===== src/rtl/uart_pkg.sv =====
// Shared constants for the UART receive-buffer slice.
//  DEF_DATA_BITS      default byte width
//  ENTRY_W            stored entry width: {frame_error, parity_error, data}
//  PERR_BIT/FERR_BIT  flag positions inside a stored entry
//  DEF_TIMEOUT_TICKS  default inactivity timeout (4 chars x 10 bits x 16 ticks)
// The helper functions compute the same layout for a non-default data width.
package uart_pkg;

    localparam int DEF_DATA_BITS     = 8;
    localparam int ENTRY_W           = DEF_DATA_BITS + 2;
    localparam int PERR_BIT          = DEF_DATA_BITS;
    localparam int FERR_BIT          = DEF_DATA_BITS + 1;
    localparam int DEF_TIMEOUT_TICKS = 640;

    function automatic int entry_w(input int data_bits);
        return data_bits + 2;
    endfunction

    function automatic int perr_bit(input int data_bits);
        return data_bits;
    endfunction

    function automatic int ferr_bit(input int data_bits);
        return data_bits + 1;
    endfunction

endpackage


===== src/rtl/uart_fifo_mem.sv =====
// Storage array for the receive FIFO.
//  clk    in   system clock
//  we     in   write enable
//  waddr  in   write address
//  wdata  in   write data
//  raddr  in   read address
//  rdata  out  read data, combinational from raddr (first-word-fall-through)
// Contents are intentionally not reset.
module uart_fifo_mem #(
    parameter int WIDTH  = 10,
    parameter int DEPTH  = 16,
    parameter int ADDR_W = 4
) (
    input  logic              clk,
    input  logic              we,
    input  logic [ADDR_W-1:0] waddr,
    input  logic [WIDTH-1:0]  wdata,
    input  logic [ADDR_W-1:0] raddr,
    output logic [WIDTH-1:0]  rdata
);

    logic [WIDTH-1:0] mem [DEPTH];

    always_ff @(posedge clk) begin
        if (we) begin
            mem[waddr] <= wdata;
        end
    end

    assign rdata = mem[raddr];

endmodule


===== src/rtl/uart_rx_fifo.sv =====
// Receive buffer behind the UART receiver: FWFT FIFO of bytes plus per-byte
// parity/frame error flags, with fill threshold, sticky overrun and
// character-timeout flags.
//  clk, reset_n                     clock, asynchronous active-low reset
//  baud_x16_tick                    16x baud tick for the timeout counter
//  rx_data, rx_valid,
//  parity_error, frame_error        receiver side write strobe and payload
//  rd_en                            pop the head entry
//  rd_data, rd_parity_err,
//  rd_frame_err                     head entry (valid while empty=0)
//  empty, full, count               registered fill status
//  threshold, thresh_hit            thresh_hit = count >= threshold
//  overrun, overrun_clr             sticky drop flag and its clear
//  rx_timeout                       non-empty and idle for TIMEOUT_TICKS ticks
module uart_rx_fifo
    import uart_pkg::*;
#(
    parameter int DATA_BITS     = DEF_DATA_BITS,
    parameter int DEPTH         = 16,
    parameter int ADDR_W        = 4,
    parameter int TIMEOUT_TICKS = DEF_TIMEOUT_TICKS
) (
    input  logic                 clk,
    input  logic                 reset_n,
    input  logic                 baud_x16_tick,
    input  logic [DATA_BITS-1:0] rx_data,
    input  logic                 rx_valid,
    input  logic                 parity_error,
    input  logic                 frame_error,
    input  logic                 rd_en,
    output logic [DATA_BITS-1:0] rd_data,
    output logic                 rd_parity_err,
    output logic                 rd_frame_err,
    output logic                 empty,
    output logic                 full,
    output logic [ADDR_W:0]      count,
    input  logic [ADDR_W:0]      threshold,
    output logic                 thresh_hit,
    output logic                 overrun,
    input  logic                 overrun_clr,
    output logic                 rx_timeout
);

    localparam int EW = entry_w(DATA_BITS);
    localparam int PB = perr_bit(DATA_BITS);
    localparam int FB = ferr_bit(DATA_BITS);
    localparam int CW = ADDR_W + 1;
    localparam int TW = $clog2(TIMEOUT_TICKS + 1);

    logic [ADDR_W-1:0] wr_ptr_reg, rd_ptr_reg;
    logic [CW-1:0]     count_reg, count_next;
    logic              empty_reg, full_reg, thresh_reg, overrun_reg;
    logic [TW-1:0]     tmo_reg, tmo_next;
    logic              do_push, do_pop, overrun_next;
    logic [EW-1:0]     head_entry;

    // A pop frees a slot in the same edge, so a full FIFO still accepts a
    // byte when it is being read.
    assign do_pop  = rd_en && !empty_reg;
    assign do_push = rx_valid && (!full_reg || do_pop);

    always_comb begin
        count_next = count_reg + CW'(do_push) - CW'(do_pop);

        // Set has priority over clear.
        overrun_next = overrun_reg;
        if (rx_valid && !do_push) begin
            overrun_next = 1'b1;
        end else if (overrun_clr) begin
            overrun_next = 1'b0;
        end

        tmo_next = tmo_reg;
        if (do_push || do_pop || empty_reg) begin
            tmo_next = '0;
        end else if (baud_x16_tick && (tmo_reg != TW'(TIMEOUT_TICKS))) begin
            tmo_next = tmo_reg + 1'b1;
        end
    end

    always_ff @(posedge clk or negedge reset_n) begin
        if (!reset_n) begin
            wr_ptr_reg  <= '0;
            rd_ptr_reg  <= '0;
            count_reg   <= '0;
            empty_reg   <= 1'b1;
            full_reg    <= 1'b0;
            thresh_reg  <= 1'b0;
            overrun_reg <= 1'b0;
            tmo_reg     <= '0;
        end else begin
            if (do_push) begin
                wr_ptr_reg <= wr_ptr_reg + 1'b1;
            end
            if (do_pop) begin
                rd_ptr_reg <= rd_ptr_reg + 1'b1;
            end
            count_reg   <= count_next;
            empty_reg   <= (count_next == '0);
            full_reg    <= (count_next == CW'(DEPTH));
            thresh_reg  <= (count_next >= threshold);
            overrun_reg <= overrun_next;
            tmo_reg     <= tmo_next;
        end
    end

    uart_fifo_mem #(
        .WIDTH  (EW),
        .DEPTH  (DEPTH),
        .ADDR_W (ADDR_W)
    ) u_mem (
        .clk   (clk),
        .we    (do_push),
        .waddr (wr_ptr_reg),
        .wdata ({frame_error, parity_error, rx_data}),
        .raddr (rd_ptr_reg),
        .rdata (head_entry)
    );

    assign rd_data       = head_entry[DATA_BITS-1:0];
    assign rd_parity_err = head_entry[PB];
    assign rd_frame_err  = head_entry[FB];
    assign empty         = empty_reg;
    assign full          = full_reg;
    assign count         = count_reg;
    assign thresh_hit    = thresh_reg;
    assign overrun       = overrun_reg;
    assign rx_timeout    = (tmo_reg == TW'(TIMEOUT_TICKS));

endmodule


===== config.mk =====
export PLATFORM = sky130hd
export DESIGN_NAME = uart_rx_fifo
export DESIGN_NICKNAME = d
export VERILOG_FILES = /design/src/rtl/uart_pkg.sv /design/src/rtl/uart_fifo_mem.sv /design/src/rtl/uart_rx_fifo.sv
export SDC_FILE = /design/constraint.sdc
export NUM_CORES = 1
export LEC_CHECK = 0
export ABC_AREA = 1
export CORE_AREA = 4 4 129 118
export CTS_CLUSTER_DIAMETER = 50
export CTS_CLUSTER_SIZE = 8
export DETAILED_ROUTE_END_ITERATION = 7
export DIE_AREA = 0 0 133 122
export PLACE_DENSITY = 0.78
export SLEW_MARGIN = 10
export SYNTH_ARGS = -nofsm -noshare
export SYNTH_HDL_FRONTEND = slang
export SYNTH_SLANG_ARGS = --single-unit

===== constraint.sdc =====
create_clock -name clk -period 3.6 [get_ports clk]
set_clock_uncertainty 0.15 [all_clocks]
set_input_delay 0.72 -clock clk [delete_from_list [all_inputs] [get_ports clk]]
set_output_delay 0.72 -clock clk [all_outputs]
set_load 0.1 [all_outputs]

**Word level (Yosys, flattened, before mapping)**

Memories as Yosys holds them, arrays and structs flattened.
Index checks and enable logic that the tools add are counted.

- Memory bits (writable): 160
- Input bits: 21
- Word-level logic and storage cells: 37
- Output and inout bits: 20
- Memories: 1
- Register bits: 27

- $lt $le $gt $ge: 1
- Equality and inequality tests: 3
- Reduce and logical (&&, ||, !) cells: 13
- $add $sub $neg: 5
- Muxes and demuxes: 6

Memories:

| name | words | bits a word | rd ports | clocked after memory_dff | write ports | line | RTL |
|---|---|---|---|---|---|---|---|
| u_mem.mem | 16 | 10 | 1 | 0 | 1 | uart_fifo_mem.sv:22 | `logic [WIDTH-1:0] mem [DEPTH];` |

Operators by type and width:

| kind | count |
|---|---|
| $mux W10 | 2 |
| $add A10 B1 Y10 const B | 1 |
| $eq A10 B10 Y1 const B | 1 |
| $ne A10 B10 Y1 const B | 1 |
| $add A4 B1 Y4 const B | 2 |
| $add A5 B1 Y5 | 1 |
| $eq A5 B5 Y1 const B | 1 |
| $ge A5 B5 Y1 | 1 |
| $logic_not A5 Y1 | 1 |
| $sub A5 B1 Y5 | 1 |
| $logic_and A1 B1 Y1 | 4 |
| $mux W1 | 4 |
| $reduce_bool A2 Y1 | 2 |
| $logic_not A1 Y1 | 3 |
| $logic_or A1 B1 Y1 | 3 |

**Depth between registers and ports, before layout**

- Word-level depth: 7
- Mapped depth: 15
- Gate-level depth less buffers: 15

**Hierarchy**

From an unflattened synthesis, not the netlist that was laid out.

- Cell total of the unflattened synthesis: 860
- Area, all modules: 8579.5 µm²

By module, submodules not included:

| module | instances | sequential area each (µm²) | area an instance (µm²) | cells each |
|---|---|---|---|---|
| uart_fifo_mem | 1 | 4804.6 | 6971.7 | 672 |
| uart_rx_fifo | 1 | 676.9 | 1607.8 | 188 |

**Worst setup path before layout**

OpenSTA, ideal clock, no wires.

- Path kind: reg-to-reg
- Start point: register empty_reg, in the netlist empty
- End point: register thresh_reg, in the netlist thresh_hit
- Arrival time: 3080 ps
- Data required time: 3304 ps
- Path buffers: 0
- Library setup time: 146 ps
- Slack: 224 ps
- Cell stages (with the launch flop): 15
- Period minus slack after synthesis: 3376 ps
- Path through: dfstp_2 > inv_2 > nand2_2 > a21boi_4 > inv_2 > ha_1 > ha_1 > fa_1 > nand3_1 > nand2_1 > xor2_1 > ha_1 > a21oi_1 > o21a_1 > o311ai_0

- Cells in the longest elaborated chain, start to end: 7

Ends and longest elaborated chain:

| what | line | RTL |
|---|---|---|
| start: declaration | uart_rx_fifo.sv:52 | `logic empty_reg, full_reg, thresh_reg, overrun_reg;` |
| start signal: assignment | uart_rx_fifo.sv:99 | `empty_reg <= (count_next == '0);` |
| $logic_not A1 Y1 (*) | uart_rx_fifo.sv:59 | `assign do_pop = rd_en && !empty_reg;` |
| $logic_and A1 B1 Y1 (*) | uart_rx_fifo.sv:59 |  |
| $logic_or A1 B1 Y1 | uart_rx_fifo.sv:60 | `assign do_push = rx_valid && (!full_reg \|\| do_pop);` |
| $logic_and A1 B1 Y1 | uart_rx_fifo.sv:60 |  |
| $add A5 B1 Y5 | uart_rx_fifo.sv:63 | `count_next = count_reg + CW'(do_push) - CW'(do_pop);` |
| $sub A5 B1 Y5 (*) | uart_rx_fifo.sv:63 |  |
| via count_next[4] | uart_rx_fifo.sv:51 | `logic [CW-1:0] count_reg, count_next;` |
| $ge A5 B5 Y1 (*) | uart_rx_fifo.sv:101 | `thresh_reg <= (count_next >= threshold);` |
| end signal: assignment | uart_rx_fifo.sv:101 |  |
| end: declaration | uart_rx_fifo.sv:52 |  |

Mark *: on every way through the listed nets, which the timed path passes. The rest lies on a longest branch.
A chain may end at the register's enable or synchronous reset.

**Final worst setup path**

- Start point: input port rd_en
- End point: register thresh_reg, in the netlist thresh_hit

- Cells in the longest elaborated chain, start to end: 6

Ends and longest elaborated chain:

| what | line | RTL |
|---|---|---|
| start: declaration | uart_rx_fifo.sv:30 | `input logic rd_en,` |
| $logic_and A1 B1 Y1 (*) | uart_rx_fifo.sv:59 |  |
| $logic_or A1 B1 Y1 | uart_rx_fifo.sv:60 |  |
| $logic_and A1 B1 Y1 | uart_rx_fifo.sv:60 |  |
| $add A5 B1 Y5 | uart_rx_fifo.sv:63 |  |
| $sub A5 B1 Y5 (*) | uart_rx_fifo.sv:63 |  |
| via count_next[4] | uart_rx_fifo.sv:51 |  |
| $ge A5 B5 Y1 (*) | uart_rx_fifo.sv:101 |  |

Marked as above.

==> results.txt <==
- Number of remaining DRC errors: 0
* Minimum hold slack: 0.389 ns
- STA puts the critical path data arrival time at 3.45 ns.
- Summing every instance area after synthesis gives 8180 sq um.
- Antenna cells: 0
* Fraction of the yosys area taken by sequential cells: 0.670
- TritonCTS created 17 clock buffers.
* Die Wd: 133 microns
- Worst slack after detailed placement: -0.150 ns
- Count of input and output buffers: 40
* HPWL after detailed placement: 11300 microns
- Dividing the detail-routed wire length by the instance count gives 17.7 microns.
- Die area: 16200 sq um
* Hold Crit Class: reg2reg
- Max FFs per register: 160
- Start point of the critical path: rd_en
* Post-route worst setup slack: 0.281 ns
- Count of antenna-violating nets left after detailed routing: 0
* Slew of the pin with the lowest slew margin: 0.978 ns
- Max-cap violations in this run came to 0.
- After clock tree synthesis, the clock-pin slew on the worst setup and hold paths is 0.06 ns.
* Standard cell core area: 13900 sq um
- The detailed router finished its first iteration with 643 violations.
* Via count: 5685
* Gp weighted congestion: 0.858
- In this run the post-CTS setup repair buffer count came out at 0.
- Global route total overflow: 0
- TritonCTS built the clock tree.
- Relative slew slack: 0.346
- Clock insertion delay at the later pin of the skew report: 0.42 ns
* Launching point of the worst reg2reg path: empty
* Maximum buffer depth of the clock tree: 2
- Of all cell types, the one taking the most synthesized area is sky130_fd_sc_hd__edfxtp_1.
- CTS resizes: 0
- Outcome: finished, final reports clean
- Total Nets Final: 852
- Boundary Pins: 41
- The root buffer cell chosen for the clock tree is sky130_fd_sc_hd__clkbuf_16.
* Setup slack of the worst register-to-register path: 0.56 ns
* Placement Rows: 41
* Max Clock Freq: 301 MHz
* Setup violations, final: 0
- Number of sinks driven by the clock tree: 187
- Worst path required time: 3.73 ns
- First-pass GRT wire length: 29000 microns
* Total routing usage reported by global routing: 0.233
- Ordered list of cells on the worst path: clkdlybuf4s50_1 > nand2_2 > a21boi_4 > inv_2 > ha_1 > ha_1 > fa_1 > nand3_1 > nand2_1 > xor2_1 > ha_1 > a21oi_1 > o21a_1 > o311ai_0
* Worst setup path category: in2reg
- Element type at the critical path start: primary input
* Pwr Density: 947 nW/um^2
- Final worst path period share: 0.922
- Hold path startpoint: overrun
* Leakage dissipation: 3.76 nW
- After layout, the minimum clock period comes to 3.32 ns.
- Floorplan die height: 122 microns
- The H-tree was split into 4 levels.
- Number of synthesis warnings: 0
* Register bit count reported by yosys: 187
- Number of unique standard cell types used by synthesis: 33
- Of the cells placed in the final design, the portion with a size suffix greater than 1 is 0.114.
- Among the stages of the critical path, the cell type that occurs most often is sky130_fd_sc_hd__ha_1.
- Post-Synthesis Cells: 755
- Cell area after placement: 8960 sq um
- Setup repair after global routing missed its margin: no
- DRT Wirelength: 18000 microns
- The largest single stage delay on the critical path is 0.47 ns.
* Number of global-route vias before repair: 5566
* Syn_area_per_cell: 10.8 sq um
- The initial utilization of the core area, before any placement, comes to 0.588.
* Max rail drop VDD: 0.00138 V
- First-pass iteration count of the detailed router: 6
- Number of hold-repair buffers added at the cts stage: 0
* Fraction of post-synthesis cell area in the top cell type by area: 0.588
* Maximum number of pins on one net before global-route repair: 69
* Slowest cell on the critical path: sky130_fd_sc_hd__clkdlybuf4s50_1
- Sorting the synthesized cells by area gives the leading types as sky130_fd_sc_hd__edfxtp_1 (59%), sky130_fd_sc_hd__dfrtp_1 (8.0%), sky130_fd_sc_hd__nor2_1 (6.3%).
- Layout overhead on the synthesized area: 16.6%
- Number of hold violations in the final report: 0
* Drt via density: 5.58
- Type of destination of the critical path: flip-flop
* Maximum fanout along the worst path: 3
- Net Count, Synth: 795
- The design draws 9.03 mW.
- The initial antenna violation count is 0.
- The number of max-slew violations in the final report came to 0.
- Final Instance Area: 9540 sq um
## routing by layer
layer,global-route usage,vias up,routed length (microns)
li1,-,2673,-
met1,0.304,2743,7580
met2,0.394,242,8920
met3,0.0491,27,1270
met4,0.0760,0,259
met5,0,-,0
## report_power, final
part,internal [mW],total [mW],switching (mW)
registers,2.64,2.82,0.179
logic,1.37,4.39,3.02
clock network,1.03,1.82,0.790
## Yosys cell counts, drive strengths merged
| cell type | count |
|---|---|
| nor3 | 22 |
| clkbuf | 14 |
| fa | 1 |
| inv | 60 |
| ha | 18 |
| o21bai | 1 |
| nor2 | 141 |
| buf | 18 |
| dfstp | 1 |
| clkinv | 1 |
| edfxtp | 160 |
| nand2 | 130 |
| a21boi | 1 |
| nand4 | 12 |
| xor2 | 8 |
| or2 | 1 |
| dfrtp | 26 |
| o21ai | 78 |
| nor2b | 1 |
| xnor2 | 1 |
| nand3 | 44 |
| o21a | 1 |
| o311ai | 1 |
| a21oi | 14 |
## logic make-up after synthesis
group                      Yosys count  synth area share
and+or+nand+nor                    351             0.179
DFF                                187             0.670
AOI/OAI and AO/OA                   96            0.0615
buffers and inverters               93            0.0494
adders and majority gates           19            0.0300
xor gates and xnor gates             9           0.00964
## final timing paths
path | cells past startpoint | endpoint
setup / recovery | 14 | thresh_hit
hold / removal | 2 | overrun
setup reg to reg | 13 | thresh_hit
hold reg to reg | 2 | overrun
max in group asynchronous | 2 | empty
min in group asynchronous | 2 | thresh_hit
## cell usage in the layout, fill, tap and decap left out, drive strengths merged
cell type	n
a21boi	1
a21oi	14
buf	48
bufinv	2
clkbuf	20
clkdlybuf4s50	22
clkinv	7
clkinvlp	1
dfrtp	26
dfstp	1
edfxtp	160
fa	1
ha	18
inv	63
nand2	130
nand3	44
nand4	12
nor2	141
nor2b	1
nor3	22
o21a	1
o21ai	78
o21bai	1
o311ai	1
or2	1
xnor2	1
xor2	8
## per-stage QoR
stage,util,cells,TNS [ns]
floorplan,-,755,0
global placement,0.645,986,-0.0500
detailed placement,0.645,986,-0.150
CTS,0.686,1018,0
global route,0.686,1018,0
finish,0.686,1018,0
## cell type report
cell class | instances | area (sq um)
multi-input cells | 475 | 2290
repair buffers | 70 | 718
inverters | 61 | 229
flip-flops and latches | 187 | 5480
clock inverters | 12 | 138
clock buffers | 20 | 437
fillers | 980 | 4370
well taps | 193 | 241
## worst max-delay path: cells and delay by family
family | cells | cell delay [ns]
xor gates and xnor gates | 1 | 0.16
and+or+nand+nor | 3 | 0.23
buffers and inverters | 2 | 0.52
AOI/OAI and AO/OA | 4 | 0.57
adders and majority gates | 4 | 1.24
(Power assumes the default switching activity.)
